===== config.mk =====
export PLATFORM = sky130hd
export DESIGN_NAME = instr_fetch_unit
export DESIGN_NICKNAME = d
export VERILOG_FILES = /design/src/rtl/instr_fetch_unit.sv
export SDC_FILE = /design/constraint.sdc
export NUM_CORES = 1
export LEC_CHECK = 0
export CAP_MARGIN = 30
export CORE_MARGIN = 8
export CORE_UTILIZATION = 40
export CTS_CLUSTER_SIZE = 14
export DETAILED_ROUTE_END_ITERATION = 8
export GPL_TIMING_DRIVEN = 0
export PLACE_DENSITY = 0.8
export SLEW_MARGIN = 20
export SYNTH_ARGS = -nofsm -noshare
export SYNTH_HDL_FRONTEND = slang
export SYNTH_SLANG_ARGS = --single-unit

===== constraint.sdc =====
create_clock -name clk -period 2.67 [get_ports clk]
set_input_delay 0.267 -clock clk [delete_from_list [all_inputs] [get_ports clk]]
set_output_delay 0.267 -clock clk [all_outputs]
set_load 0.02 [all_outputs]

===== src/rtl/instr_fetch_unit.sv =====
// Instruction fetch unit: owns the PC and IR registers, runs the req/ack
// handshake to instruction memory with a bounded wait, and decodes the
// registered instruction into its fields and a sign-extended immediate.
module instr_fetch_unit #(
    parameter int              XLEN     = 64,
    parameter logic [XLEN-1:0] RESET_PC = {XLEN{1'b0}},
    parameter int              MAX_WAIT = 15
) (
    input  logic            clk,
    input  logic            reset_n,
    input  logic            fetch_start,
    input  logic            pc_write,
    input  logic [XLEN-1:0] pc_wdata,
    output logic            imem_req,
    output logic [XLEN-1:0] imem_addr,
    input  logic [31:0]     imem_rdata,
    input  logic            imem_ack,
    output logic [XLEN-1:0] pc,
    output logic            busy,
    output logic            ir_valid,
    output logic            fetch_fault,
    output logic [31:0]     instr,
    output logic [6:0]      opcode,
    output logic [4:0]      rd,
    output logic [2:0]      func3,
    output logic [4:0]      rs1,
    output logic [4:0]      rs2,
    output logic [6:0]      func7,
    output logic [XLEN-1:0] imm
);

    // Wait counter only needs to reach MAX_WAIT-1.
    localparam int CW = (MAX_WAIT > 1) ? $clog2(MAX_WAIT) : 1;
    localparam logic [CW-1:0] CNT_LAST = CW'(MAX_WAIT - 1);
    localparam logic [31:0]   NOP      = 32'h0000_0013;

    localparam logic [6:0] OP_LOAD   = 7'b0000011;
    localparam logic [6:0] OP_IMM    = 7'b0010011;
    localparam logic [6:0] OP_JALR   = 7'b1100111;
    localparam logic [6:0] OP_STORE  = 7'b0100011;
    localparam logic [6:0] OP_BRANCH = 7'b1100011;
    localparam logic [6:0] OP_LUI    = 7'b0110111;
    localparam logic [6:0] OP_AUIPC  = 7'b0010111;
    localparam logic [6:0] OP_JAL    = 7'b1101111;

    typedef enum logic [0:0] {
        IDLE = 1'b0,
        REQ  = 1'b1
    } state_t;

    state_t          state_r, state_nxt_s;
    logic [XLEN-1:0] pc_r;
    logic [XLEN-1:0] addr_r, addr_nxt_s;
    logic [CW-1:0]   cnt_r, cnt_nxt_s;
    logic [31:0]     instr_r, instr_nxt_s;
    logic            ir_valid_r, ir_valid_nxt_s;
    logic            fault_r, fault_nxt_s;

    // Immediate extraction; opcode 1100111 with func3=001 is the local bne
    // encoding and therefore uses the B-type layout instead of I-type.
    function automatic logic [XLEN-1:0] imm_sel(input logic [31:0] i);
        logic [XLEN-1:0] i_imm;
        logic [XLEN-1:0] s_imm;
        logic [XLEN-1:0] b_imm;
        logic [XLEN-1:0] u_imm;
        logic [XLEN-1:0] j_imm;
        logic [XLEN-1:0] res;
        i_imm = {{(XLEN-12){i[31]}}, i[31:20]};
        s_imm = {{(XLEN-12){i[31]}}, i[31:25], i[11:7]};
        b_imm = {{(XLEN-13){i[31]}}, i[31], i[7], i[30:25], i[11:8], 1'b0};
        u_imm = {{(XLEN-32){i[31]}}, i[31:12], 12'b0000_0000_0000};
        j_imm = {{(XLEN-21){i[31]}}, i[31], i[19:12], i[20], i[30:21], 1'b0};
        case (i[6:0])
            OP_LOAD, OP_IMM: res = i_imm;
            OP_JALR: begin
                if (i[14:12] == 3'b001) begin
                    res = b_imm;
                end else begin
                    res = i_imm;
                end
            end
            OP_STORE:         res = s_imm;
            OP_BRANCH:        res = b_imm;
            OP_LUI, OP_AUIPC: res = u_imm;
            OP_JAL:           res = j_imm;
            default:          res = {XLEN{1'b0}};
        endcase
        return res;
    endfunction

    // Next-state and next-register values for the fetch handshake.
    always_comb begin
        state_nxt_s    = state_r;
        addr_nxt_s     = addr_r;
        cnt_nxt_s      = cnt_r;
        instr_nxt_s    = instr_r;
        ir_valid_nxt_s = 1'b0;
        fault_nxt_s    = 1'b0;
        case (state_r)
            IDLE: begin
                if (fetch_start) begin
                    addr_nxt_s  = pc_r;
                    cnt_nxt_s   = {CW{1'b0}};
                    state_nxt_s = REQ;
                end else begin
                    state_nxt_s = IDLE;
                end
            end
            REQ: begin
                if (imem_ack) begin
                    instr_nxt_s    = imem_rdata;
                    ir_valid_nxt_s = 1'b1;
                    state_nxt_s    = IDLE;
                end else if (cnt_r == CNT_LAST) begin
                    fault_nxt_s = 1'b1;
                    state_nxt_s = IDLE;
                end else begin
                    cnt_nxt_s = cnt_r + CW'(1'b1);
                end
            end
            default: begin
                state_nxt_s = IDLE;
            end
        endcase
    end

    // Fetch state, latched address, wait counter, IR and status pulses.
    always_ff @(posedge clk or negedge reset_n) begin
        if (!reset_n) begin
            state_r    <= IDLE;
            addr_r     <= RESET_PC;
            cnt_r      <= {CW{1'b0}};
            instr_r    <= NOP;
            ir_valid_r <= 1'b0;
            fault_r    <= 1'b0;
        end else begin
            state_r    <= state_nxt_s;
            addr_r     <= addr_nxt_s;
            cnt_r      <= cnt_nxt_s;
            instr_r    <= instr_nxt_s;
            ir_valid_r <= ir_valid_nxt_s;
            fault_r    <= fault_nxt_s;
        end
    end

    // PC register: loaded in any state, independent of an in-flight fetch.
    always_ff @(posedge clk or negedge reset_n) begin
        if (!reset_n) begin
            pc_r <= RESET_PC;
        end else if (pc_write) begin
            pc_r <= pc_wdata;
        end else begin
            pc_r <= pc_r;
        end
    end

    assign imem_req    = (state_r == REQ);
    assign busy        = (state_r == REQ);
    assign imem_addr   = addr_r;
    assign pc          = pc_r;
    assign ir_valid    = ir_valid_r;
    assign fetch_fault = fault_r;
    assign instr       = instr_r;

    // Decode strictly from the IR register so fields only move on ir_valid.
    assign opcode = instr_r[6:0];
    assign rd     = instr_r[11:7];
    assign func3  = instr_r[14:12];
    assign rs1    = instr_r[19:15];
    assign rs2    = instr_r[24:20];
    assign func7  = instr_r[31:25];
    assign imm    = imm_sel(instr_r);

endmodule


# --- Word-level counts from Yosys, hierarchy flattened ---
# Cells that the tools add are included.
word_totals:
  reg_bits: 167
  latchBits: 0
  ram_bits: 0
  romBits: 0
  inputBits: 101
  out_inout_bits: 260
  word_cells: 42
  n_memories: 0
op_classes:
  add_sub_neg: 1
  multipliers: 0
  div_mod_pow: 0
  n_lt_le_gt_ge: 0
  n_eq_ne: 13
  shifts: 0
  mux: 15
  n_bitwise: 1
  n_reduce_logical: 5
op_table:
  columns: ["cell", "n"]
  rows:
  - ["$pmux W64 S6", 1]
  - ["$eq A7 B7 Y1 const B", 3]
  - ["$eq A7 B5 Y1 const B", 2]
  - ["$eq A7 B6 Y1 const B", 2]
  - ["$mux W12", 1]
  - ["$mux W4", 3]
  - ["$mux W1", 8]
  - ["$pmux W4 S2", 1]
  - ["$eq A7 B2 Y1 const B", 1]
  - ["$ne A2 B2 Y1 const B", 3]
  - ["$add A4 B1 Y4 const B", 1]
  - ["$eq A4 B4 Y1 const B", 1]
  - ["$reduce_and A2 Y1", 2]
  - ["$reduce_or A2 Y1", 2]
  - ["$eq A3 B1 Y1 const B", 1]
  - ["$reduce_and A3 Y1", 1]
  - ["$pmux W1 S2", 1]
  - ["$not A1 Y1", 1]

# --- Logic depth before layout (Yosys ltp) ---
# Gate-level depths: netlist (run 1).
logic_depth:
  word_depth: 4
  depth_mapped: 7

# --- Worst setup path before layout (run 1) ---
# Ideal clock, no wire load.
synth_timing:
  kind: "register -> output"
  start: "register instr_r[1] (netlist: instr[1])"
  end: "output port imm[32]"
  t_arrival_ns: 2.238
  setup_slack_ns: 0.165
  path_stages_with_launch: 6
  n_path_buf: 2
  cell_sequence: "dfstp_2 -> nand3_1 -> nor2_1 -> buf_2 -> o21a_1 -> buf_4"
synth_via:
  elab_chain_cells: 3
  elab_cells_between_ends: 11
synth_lines:
  columns: ["element", "line_no", "source"]
  rows:
  - ["start, declared", "55", "logic [31:0] instr_r, instr_nxt_s;"]
  - ["start signal, assigned", "140", "instr_r <= instr_nxt_s;"]
  - ["$eq A7 B6 Y1, or another cell as far along", "73", "case (i[6:0])"]
  - ["$reduce_or A2 Y1", "73", null]
  - ["$pmux W64 S6 (*)", "73", null]
  - ["end, declared", "29", "output logic [XLEN-1:0] imm"]
# Mark *: on every way between the ends. The rest lies on a longest branch, timed or not.

# --- Final worst setup path (run 1) ---
layout_timing:
  start: "register instr_r[6] (netlist: instr[6])"
  end: "output port imm[57]"
# The elaborated chain is that of the path after synthesis.

==> impl_metrics.yaml, run 1 <==
cts:
  insertion_delay_ps: 420
  cts_buffers: 17
  h-tree-depth: 4
  cts_sinks: 167
  clockRootBuffer: "clkbuf_16"
  clockBufferDepth: 2
  cts_tree: "built"
  cts.clk_slew.worst_paths_ps: 70
outcome:
  status: "completed"
timing:
  finalSetupViolations: 0
  period_needed_ps: 2580
  max_clock_freq_mhz: 387
  finalHoldViolCount: 0
  worstMarginPinSlew_ps: 647
  rsz0062_at_grt: "yes"
  slew_headroom: 0.569
  report.final.slew_viol_count: 0
  fin_crit_sh: 0.967
  finalClockSkew_ps: 10.4
floorplan:
  initial_core_util: 0.405
  ios: 361
  die_h_um: 150
  dieWidth_um: 150
  placementRows: 49
  dieArea_um2: 22500
  core_um2: 17800
layout:
  nets: 999
  final_cell_mix: "294 x clkdlybuf4s50_1, 163 x dfrtp_1, 162 x mux2_2, 85 x buf_4, 51 x dlygate4sd2_1"
  drive_above_1_share: 0.356
  final_cells: 1138
  area_growth_pct: 65.2
  finish.utilization: 0.668
  layout_commonest_cell: "clkdlybuf4s50_1"
  diodes: 0
global_routing:
  grt_antenna_before_repair: 0
  first_global_vias: 5807
  grt_pass1_wl_um: 34400
  grt_max_degree: 100
  gr-usage-all-layers: 0.201
  grt_overflow_total: 0
power:
  powerDensity_nw_per_um2: 844
  power.leakage_uw: 0.00550
  ir_drop_uv: 482
detailed_routing:
  antenna_left: 0
  via_count: 5489
  first_pass_iters: 4
  route.detailed.drc: 0
  vias_per_cell: 4.82
  wl_per_cell_um: 20.5
  drt_iter0_drc: 155
  drt-total-wl_um: 23300
logic_synthesis:
  synth-main-ff-cell: "dfrtp_1"
  syn_inst: 499
  yosysUniqueCellTypes: 37
  ys_seq_elements: 167
  ys_seq_area_frac: 0.582
  avgSynthCellArea_um2: 14.4
  synth_edf_count: 0
  synthesis.area_um2: 7190
  synth_nets: 602
  ys_async_sr_fraction: 1.00
  synth_warnings: 0
placed_design:
  post-dp-hpwl_um: 17400
  port_buffers: 359
  routabilityCongestion: 0.778
  dp.cells: 1088
setup_path:
  path_class: "register to output port"
  cp.arrival_ps: 2320
  worstReg2RegStart: "busy"
  crit_required_ps: 2400
  worstSetupStartpoint: "instr[6]"
  critPathCaptureType: "output port"
  critPathMaxFanout: 8
  cp-start-kind: "register"
run:
  cap_violations: 0
min_path:
  holdCritPathClass: "primary input to async pin"
## synthesized netlist by cell type, drive strengths merged, types with 3 or more instances
| cell type | number | area share |
|---|---|---|
| a21o | 21 | 0.022 |
| a21oi | 3 | 0.0021 |
| a22o | 4 | 0.0054 |
| and2 | 7 | 0.0061 |
| buf | 84 | 0.081 |
| dfrtp | 164 | 0.57 |
| dfstp | 3 | 0.011 |
| mux2 | 162 | 0.25 |
| nand2 | 6 | 0.0031 |
| nand2b | 3 | 0.0026 |
| nand3 | 5 | 0.0035 |
| nor2 | 6 | 0.0031 |
| o21ai | 5 | 0.0050 |
## per-stage QoR
step,setup slack (ps),total power [uW],hold slack [ps],TNS (ps),cell area [um^2]
floorplan,165,5320,-28.6,0,7190
global placement,-5580,7280,487,-943500,11100
detailed placement,-653,7340,265,-20800,11100
CTS,-0.523,10100,397,-0.523,11800
global route,-44.6,10500,405,-383,11900
finish,87.0,10000,376,0,11900
## area by class of cell
cell class / instances / area [um^2]
inverter: 2 / 7.51
timing repair buffer: 375 / 3640
fill: 1361 / 5900
sequential: 167 / 4180
clock buffer: 19 / 443
tap: 229 / 287
clock inverter: 13 / 209
multi-input combinational: 248 / 2520
buffer: 85 / 588
## registers in the layout, indices dropped and copies added (netlist names)
name and count:
imem_addr 64, cnt_r 4, busy 1, ir_valid 1
instr 32, pc 64, fetch_fault 1
## logic make-up (layout without fill, tap and decap cells)
kind of cell             after synthesis  in the layout  synth area share
AO/OA/AOI/OAI                         39             42            0.0428
adder cells (fa/ha/maj)                2              2           0.00348
multiplexers                         164            164             0.256
flip-flops                           167            167             0.582
buffers and inverters                 87            494            0.0825
AND/OR/NAND/NOR                       40             40            0.0332
## timing repair
item                                    in CTS  in global routing
cloned                                       1                  2
hold buffers                                 1                  0
endpoints found under the setup margin      64                 43
gates resized for setup                     81                 15
hold endpoints to repair                    65                  0
pin swaps                                    1                  2
buffers inserted                             7                  7
## critical path, cell delays in order, from the launching register on
cell and delay, ps:
dfrtp_1 520, nand3b_2 240, o22ai_4 290, buf_4 160, o21a_2 230, buf_4 140
dlygate4sd2_1 320
## layer usage
layer / track usage / routed length (um)
met5: 0 / 0
met4: 0.0555 / 329
met3: 0.0941 / 2590
met2: 0.369 / 12300
met1: 0.200 / 8150
## where the power goes
part / leakage (uW) / total [uW] / internal, uW / switching (uW)
Clock: 0.000320 / 2700 / 1630 / 1060
Combinational: 0.00321 / 3830 / 2030 / 1800
Sequential: 0.00196 / 3500 / 3040 / 453
## path summary, 6_finish.rpt
check,to,slack (ps),cells past startpoint
max reg2reg,imem_addr[5],810,4
min,pc[13],380,2
max,imm[57],90,6
max in group asynchronous,pc[38],1410,3
min reg2reg,imem_addr[31],500,1
min in group clk,pc[60],450,2
No activity file was read; power rests on OpenSTA's default activity.
==> run 2: changes to the inputs <==
--- a/config.mk
+++ b/config.mk
@@ -11,6 +11,7 @@
 export CTS_CLUSTER_SIZE = 14
 export DETAILED_ROUTE_END_ITERATION = 8
 export GPL_TIMING_DRIVEN = 0
+export HOLD_SLACK_MARGIN = 0.15
 export PLACE_DENSITY = 0.8
 export SLEW_MARGIN = 20
 export SYNTH_ARGS = -nofsm -noshare
==> results of run 2 <==
Final layout, timing and power as in run 1 (identical DEF).
